File: config.mk
export PLATFORM = sky130hd
export DESIGN_NAME = pwm_multi_channel_ctrl
export DESIGN_NICKNAME = d
export VERILOG_FILES = /design/src/rtl/pwm_multi_channel_ctrl.sv
export SDC_FILE = /design/constraint.sdc
export NUM_CORES = 1
export LEC_CHECK = 0
export CAP_MARGIN = 20
export CELL_PAD_IN_SITES_DETAIL_PLACEMENT = 1
export CELL_PAD_IN_SITES_GLOBAL_PLACEMENT = 1
export CORE_UTILIZATION = 50
export DETAILED_ROUTE_END_ITERATION = 8
export GPL_TIMING_DRIVEN = 0
export PLACE_DENSITY_LB_ADDON = 0.1
export SYNTH_ARGS = -nofsm -noshare
export SYNTH_HDL_FRONTEND = slang
export SYNTH_SLANG_ARGS = --single-unit
File: constraint.sdc
create_clock -name clk_i -period 3.3 [get_ports clk_i]
set_input_delay 0.66 -clock clk_i [delete_from_list [all_inputs] [get_ports clk_i]]
set_output_delay 0.66 -clock clk_i [all_outputs]
set_load 0.01 [all_outputs]
File: src/rtl/pwm_multi_channel_ctrl.sv
`default_nettype none
// ============================================================================
// Module      : pwm_multi_channel_ctrl
// Description : Multi-channel button-controlled PWM generator. Holds CHANNELS
//               duty levels (0..MAX_LEVEL). Two shared buttons step the level
//               of the channel chosen by sel_i. Each channel drives its own
//               PWM output from one shared phase counter.
//               Optional macro PWM_MC_FADE_EN: the PWM follows a per-channel
//               effective level that ramps toward the target one step per
//               fade tick.
// Ports       : clk_i   - clock
//               rst_ni  - asynchronous active-low reset
//               incr_i  - increase button (asynchronous level)
//               decr_i  - decrease button (asynchronous level)
//               sel_i   - channel selected for button action and level_o
//               level_o - target level of the selected channel (combinational)
//               pwm_o   - registered PWM output per channel
// Revision    : 1.0 - initial release
// ============================================================================
module pwm_multi_channel_ctrl #(
    parameter int CHANNELS    = 4,
    parameter int MAX_LEVEL   = 9,
    parameter int PRESCALE    = 256,
    parameter int WRAP        = 0,
    parameter int FADE_CYCLES = 1024,
    localparam int SW = (CHANNELS > 1) ? $clog2(CHANNELS) : 1,
    localparam int LW = $clog2(MAX_LEVEL + 1)
) (
    input  logic                clk_i,
    input  logic                rst_ni,
    input  logic                incr_i,
    input  logic                decr_i,
    input  logic [SW-1:0]       sel_i,
    output logic [LW-1:0]       level_o,
    output logic [CHANNELS-1:0] pwm_o
);

    localparam int            c_pw         = (PRESCALE > 1) ? $clog2(PRESCALE) : 1;
    localparam logic [c_pw-1:0] c_presc_last = c_pw'(PRESCALE - 1);
    localparam logic [LW-1:0] c_max        = LW'(MAX_LEVEL);
    localparam logic [LW-1:0] c_phase_last = LW'(MAX_LEVEL - 1);

    // Elaboration-time guard against unsupported parameter values.
    if (CHANNELS < 1 || CHANNELS > 16 || MAX_LEVEL < 2 || MAX_LEVEL > 255 ||
        PRESCALE < 1 || FADE_CYCLES < 1) begin : g_param_check
        $error("pwm_multi_channel_ctrl: parameter out of range");
    end

    // ------------------------------------------------------------------
    // Button synchronisers: two flops for metastability plus one history
    // flop so a held button yields a single rising-edge event.
    // ------------------------------------------------------------------
    logic r_incr_meta, r_incr_sync, r_incr_hist;
    logic r_decr_meta, r_decr_sync, r_decr_hist;

    always_ff @(posedge clk_i or negedge rst_ni) begin
        if (!rst_ni) begin
            r_incr_meta <= 1'b0;
            r_incr_sync <= 1'b0;
            r_incr_hist <= 1'b0;
            r_decr_meta <= 1'b0;
            r_decr_sync <= 1'b0;
            r_decr_hist <= 1'b0;
        end else begin
            r_incr_meta <= incr_i;
            r_incr_sync <= r_incr_meta;
            r_incr_hist <= r_incr_sync;
            r_decr_meta <= decr_i;
            r_decr_sync <= r_decr_meta;
            r_decr_hist <= r_decr_sync;
        end
    end

    logic w_incr_ev, w_decr_ev;
    assign w_incr_ev = r_incr_sync & ~r_incr_hist;
    assign w_decr_ev = r_decr_sync & ~r_decr_hist;

    // ------------------------------------------------------------------
    // Target levels. sel_i is used unsynchronised; an out-of-range select
    // hits no channel, so events are dropped and level_o reads 0.
    // ------------------------------------------------------------------
    logic [LW-1:0]       r_target [CHANNELS];
    logic [CHANNELS-1:0] w_hit;
    logic [LW-1:0]       w_level;
    logic [LW-1:0]       w_next;

    always_comb begin
        w_hit   = '0;
        w_level = '0;
        for (int c = 0; c < CHANNELS; c++) begin
            if (sel_i == SW'(c)) begin
                w_hit[c] = 1'b1;
                w_level  = r_target[c];
            end
        end
    end

    always_comb begin
        w_next = w_level;
        if (w_incr_ev) begin
            if (w_level == c_max) w_next = (WRAP != 0) ? '0 : c_max;
            else                  w_next = w_level + 1'b1;
        end else if (w_decr_ev) begin
            if (w_level == '0)    w_next = (WRAP != 0) ? c_max : '0;
            else                  w_next = w_level - 1'b1;
        end
    end

    always_ff @(posedge clk_i or negedge rst_ni) begin
        if (!rst_ni) begin
            for (int c = 0; c < CHANNELS; c++) r_target[c] <= '0;
        end else if (w_incr_ev ^ w_decr_ev) begin
            // Simultaneous incr and decr events cancel out.
            for (int c = 0; c < CHANNELS; c++) begin
                if (w_hit[c]) r_target[c] <= w_next;
            end
        end
    end

    assign level_o = w_level;

    // ------------------------------------------------------------------
    // Shared prescaler and phase counter.
    // ------------------------------------------------------------------
    logic [c_pw-1:0] r_presc;
    logic [LW-1:0]   r_phase;

    always_ff @(posedge clk_i or negedge rst_ni) begin
        if (!rst_ni) begin
            r_presc <= '0;
            r_phase <= '0;
        end else if (r_presc == c_presc_last) begin
            r_presc <= '0;
            r_phase <= (r_phase == c_phase_last) ? '0 : r_phase + 1'b1;
        end else begin
            r_presc <= r_presc + 1'b1;
        end
    end

    // ------------------------------------------------------------------
    // Effective level driving the comparator.
    // ------------------------------------------------------------------
    logic [LW-1:0] w_eff [CHANNELS];

`ifdef PWM_MC_FADE_EN
    localparam int              c_fw        = (FADE_CYCLES > 1) ? $clog2(FADE_CYCLES) : 1;
    localparam logic [c_fw-1:0] c_fade_last = c_fw'(FADE_CYCLES - 1);

    logic [c_fw-1:0] r_fade_cnt;
    logic [LW-1:0]   r_eff [CHANNELS];

    always_ff @(posedge clk_i or negedge rst_ni) begin
        if (!rst_ni) begin
            r_fade_cnt <= '0;
            for (int c = 0; c < CHANNELS; c++) r_eff[c] <= '0;
        end else if (r_fade_cnt == c_fade_last) begin
            r_fade_cnt <= '0;
            // Linear ramp; never wraps regardless of WRAP.
            for (int c = 0; c < CHANNELS; c++) begin
                if (r_eff[c] < r_target[c])      r_eff[c] <= r_eff[c] + 1'b1;
                else if (r_eff[c] > r_target[c]) r_eff[c] <= r_eff[c] - 1'b1;
            end
        end else begin
            r_fade_cnt <= r_fade_cnt + 1'b1;
        end
    end

    always_comb begin
        for (int c = 0; c < CHANNELS; c++) w_eff[c] = r_eff[c];
    end
`else
    always_comb begin
        for (int c = 0; c < CHANNELS; c++) w_eff[c] = r_target[c];
    end
`endif

    // ------------------------------------------------------------------
    // PWM comparators. Phase never reaches MAX_LEVEL, so eff=MAX_LEVEL
    // gives a constant 1 and eff=0 a constant 0.
    // ------------------------------------------------------------------
    logic [CHANNELS-1:0] r_pwm;

    always_ff @(posedge clk_i or negedge rst_ni) begin
        if (!rst_ni) begin
            r_pwm <= '0;
        end else begin
            for (int c = 0; c < CHANNELS; c++) r_pwm[c] <= (r_phase < w_eff[c]);
        end
    end

    assign pwm_o = r_pwm;

endmodule
`default_nettype wire

==> metrics <==
Clk pin slew, worst setup/hold paths=0.07 ns; final hold vios=0; drt initial violations=57; Least-Margin Pin Slew=0.792 ns; synth-to-layout area growth=12.7%; die width=66.4 um; Peak VDD IR=0.372 mV; clk_lat worst skew=0.29 ns; Cell Int Power=0.924 mW; Max Cap Viol=0; top_reg_cell synth=dfrtp_1; worst hold path type=flip-flop to flip-flop; core outline area=0.00400 sq mm; root buffer cell=clkbuf_8; Die Y=66.4 um; Flop pwr share=44.7%; H-tree Lvls=2; final setup violating endpoints=0; die area=0.00441 sq mm; Via density=5.68; RSZ-0062 raised after global routing=no; status=finished, final reports clean; peak fanout along the critical path=10; Pleak=1.03 nW; dpl cells=250; CP arrival=2.13 ns; Final Max Slew Viols=0; CP Launch Type=input pin; drt drc=0; # rows=23; Tot GR Track Use=23.2%; placed inst area=0.00224 sq mm; count leader, synth=dfrtp_1; Clock Skew=0.00639 ns; Post-Layout Cell Count=258; first-pass GRT wire length=7440 um; initial antenna violation count=0; grt ovf=0; final period utilization=84.6%; syn nets=210; post-detailed-route wirelength per cell=16.9 um; area share of the leading cell type in the synthesized netlist=45.8%; antenna diode count=0; setup TNS=0 ns; post-synthesis sequential area ratio=45.8%; post-synthesis cell count=189; post-CTS setup buffer count=0; design area=0.00234 sq mm; area leader, netlist=dfrtp_1; Ports=14; post-synthesis cell type count=39; total power after layout=1.36 mW; Worst Path Required=2.64 ns; Max Buffers Root-to-Sink=2; combinational power share=30.6%; CTS tree=yes; number of enable flip-flop cells after synthesis=0; TritonCTS Buffers=5; Max-slew headroom=46.8%; Final Util=58.5%; slowest stage delay, CP=0.62 ns; post-synthesis cell area=0.00208 sq mm; total net switching power=0.438 mW; post-route antenna net violation count=0; Hold-fix buffers, CTS=0; largest net degree at the start of global routing=39; synth top area cells=dfrtp_1, ha_1, mux2_2; FF+latch count, synth=38; hold slack=0.359 ns; Worst path slowest cell=clkdlybuf4s50_1; clk sink count=38; total number of vias=1465; layout cells sized above 1=14.9%; Synth Warn #=0; max frequency=358 MHz; CP cell instances=buf_6 > buf_2 > mux4_1 > clkbuf_1 > clkdlybuf4s50_1; dpl hpwl=3340 um; drt pass-1 iters=4; Worst Setup Slack, final=0.508 ns; Layout Nets=228; minimum clock period=2.79 ns; post_cts resized=0; Crit. End Element=primary output; Sw Ratio=32.2%; Avg Cell Area, Syn=11.0 sq um; vias in the first global route=1573; most frequent cells after synthesis=dfrtp_1, inv_1, mux2_2; Post-synth ARST share=100%; final wirelength=4370 um; clock power share=24.7%; dpl ws=0.517 ns; Crit Path Category=input pin to primary output; gpl congestion=0.892; initial core utilization=51.9%; Buffers on Ports=11; PwrDens=583 mW/mm^2
[worst max-delay path: cells and delay by family]
kind	cells	cell delay, ns
buffers and inverters	4	1.25
muxes	1	0.23
[area by class of cell]
cell class,instances,area [sq um]
Tap cell,50,62.6
Buffer,5,35.0
Multi-Input combinational cell,130,1030
Sequential cell,38,951
Clock buffer,6,82.6
Fill cell,451,1660
Clock inverter,2,12.5
Timing Repair Buffer,11,105
Inverter,16,60.1
[metal layers]
metal | GRT usage [%] | up-vias | share of wire, %
li1 | - | 706 | -
met4 | 9.04 | 0 | 2.0
met1 | 29.1 | 729 | 45
met5 | 0 | - | 0
met2 | 38.6 | 20 | 51
met3 | 5.00 | 10 | 2.6
[cells by family after synthesis]
logic type | synth area share, %
flops | 45.8
xor+xnor | 2.53
mux | 13.7
simple gates | 12.5
compound gates | 11.8
fa+ha+maj | 9.04
buf+inv | 4.58
[cells in the final DEF, fill, tap and decap left out, types with 3 or more instances in the layout]
master / instances
a21boi_0: 4
a21oi_1: 9
clkbuf_8: 6
clkdlybuf4s50_1: 10
dfrtp_1: 38
ha_1: 15
inv_1: 16
mux2_2: 16
mux2i_1: 3
nand2_1: 14
nand2b_1: 6
nand3_1: 5
nor2_1: 7
nor3_1: 3
nor3b_1: 3
o21ai_0: 10
o22a_1: 4
xnor2_1: 4
[power by group through the flow]
stage	clock [mW]	sequential, mW	combinational [mW]
4_1_cts	0.344	0.608	0.423
2_1_floorplan	0	0.605	0.255
3_3_place_gp	0	0.611	0.399
6_report	0.336	0.609	0.417
5_1_grt	0.363	0.618	0.467
3_5_place_dp	0	0.616	0.420
[sequential cells by signal, summed over array words and instances, names as in the netlist]
| name | flops |
|---|---|
| r_decr_hist | 1 |
| r_incr_hist | 1 |
| r_phase | 4 |
| r_incr_sync | 1 |
| r_decr_sync | 1 |
| r_incr_meta | 1 |
| pwm_o | 4 |
| r_presc | 8 |
| r_target | 16 |
| r_decr_meta | 1 |
[final timing paths]
path / from / endpoint / slack [ns] / cells past startpoint
setup / recovery: sel_i[1] / level_o[3] / 0.51 / 5
hold / removal: r_decr_meta / r_decr_sync / 0.36 / 0
setup reg to reg: r_target[1] / r_target[3] / 1.15 / 7
hold reg to reg: r_decr_meta / r_decr_sync / 0.36 / 0
max in group asynchronous: rst_ni / r_decr_hist / 2.34 / 1
min in group asynchronous: rst_ni / r_target[14] / 0.45 / 1
Note: power is estimated with default switching activity, not from simulation.
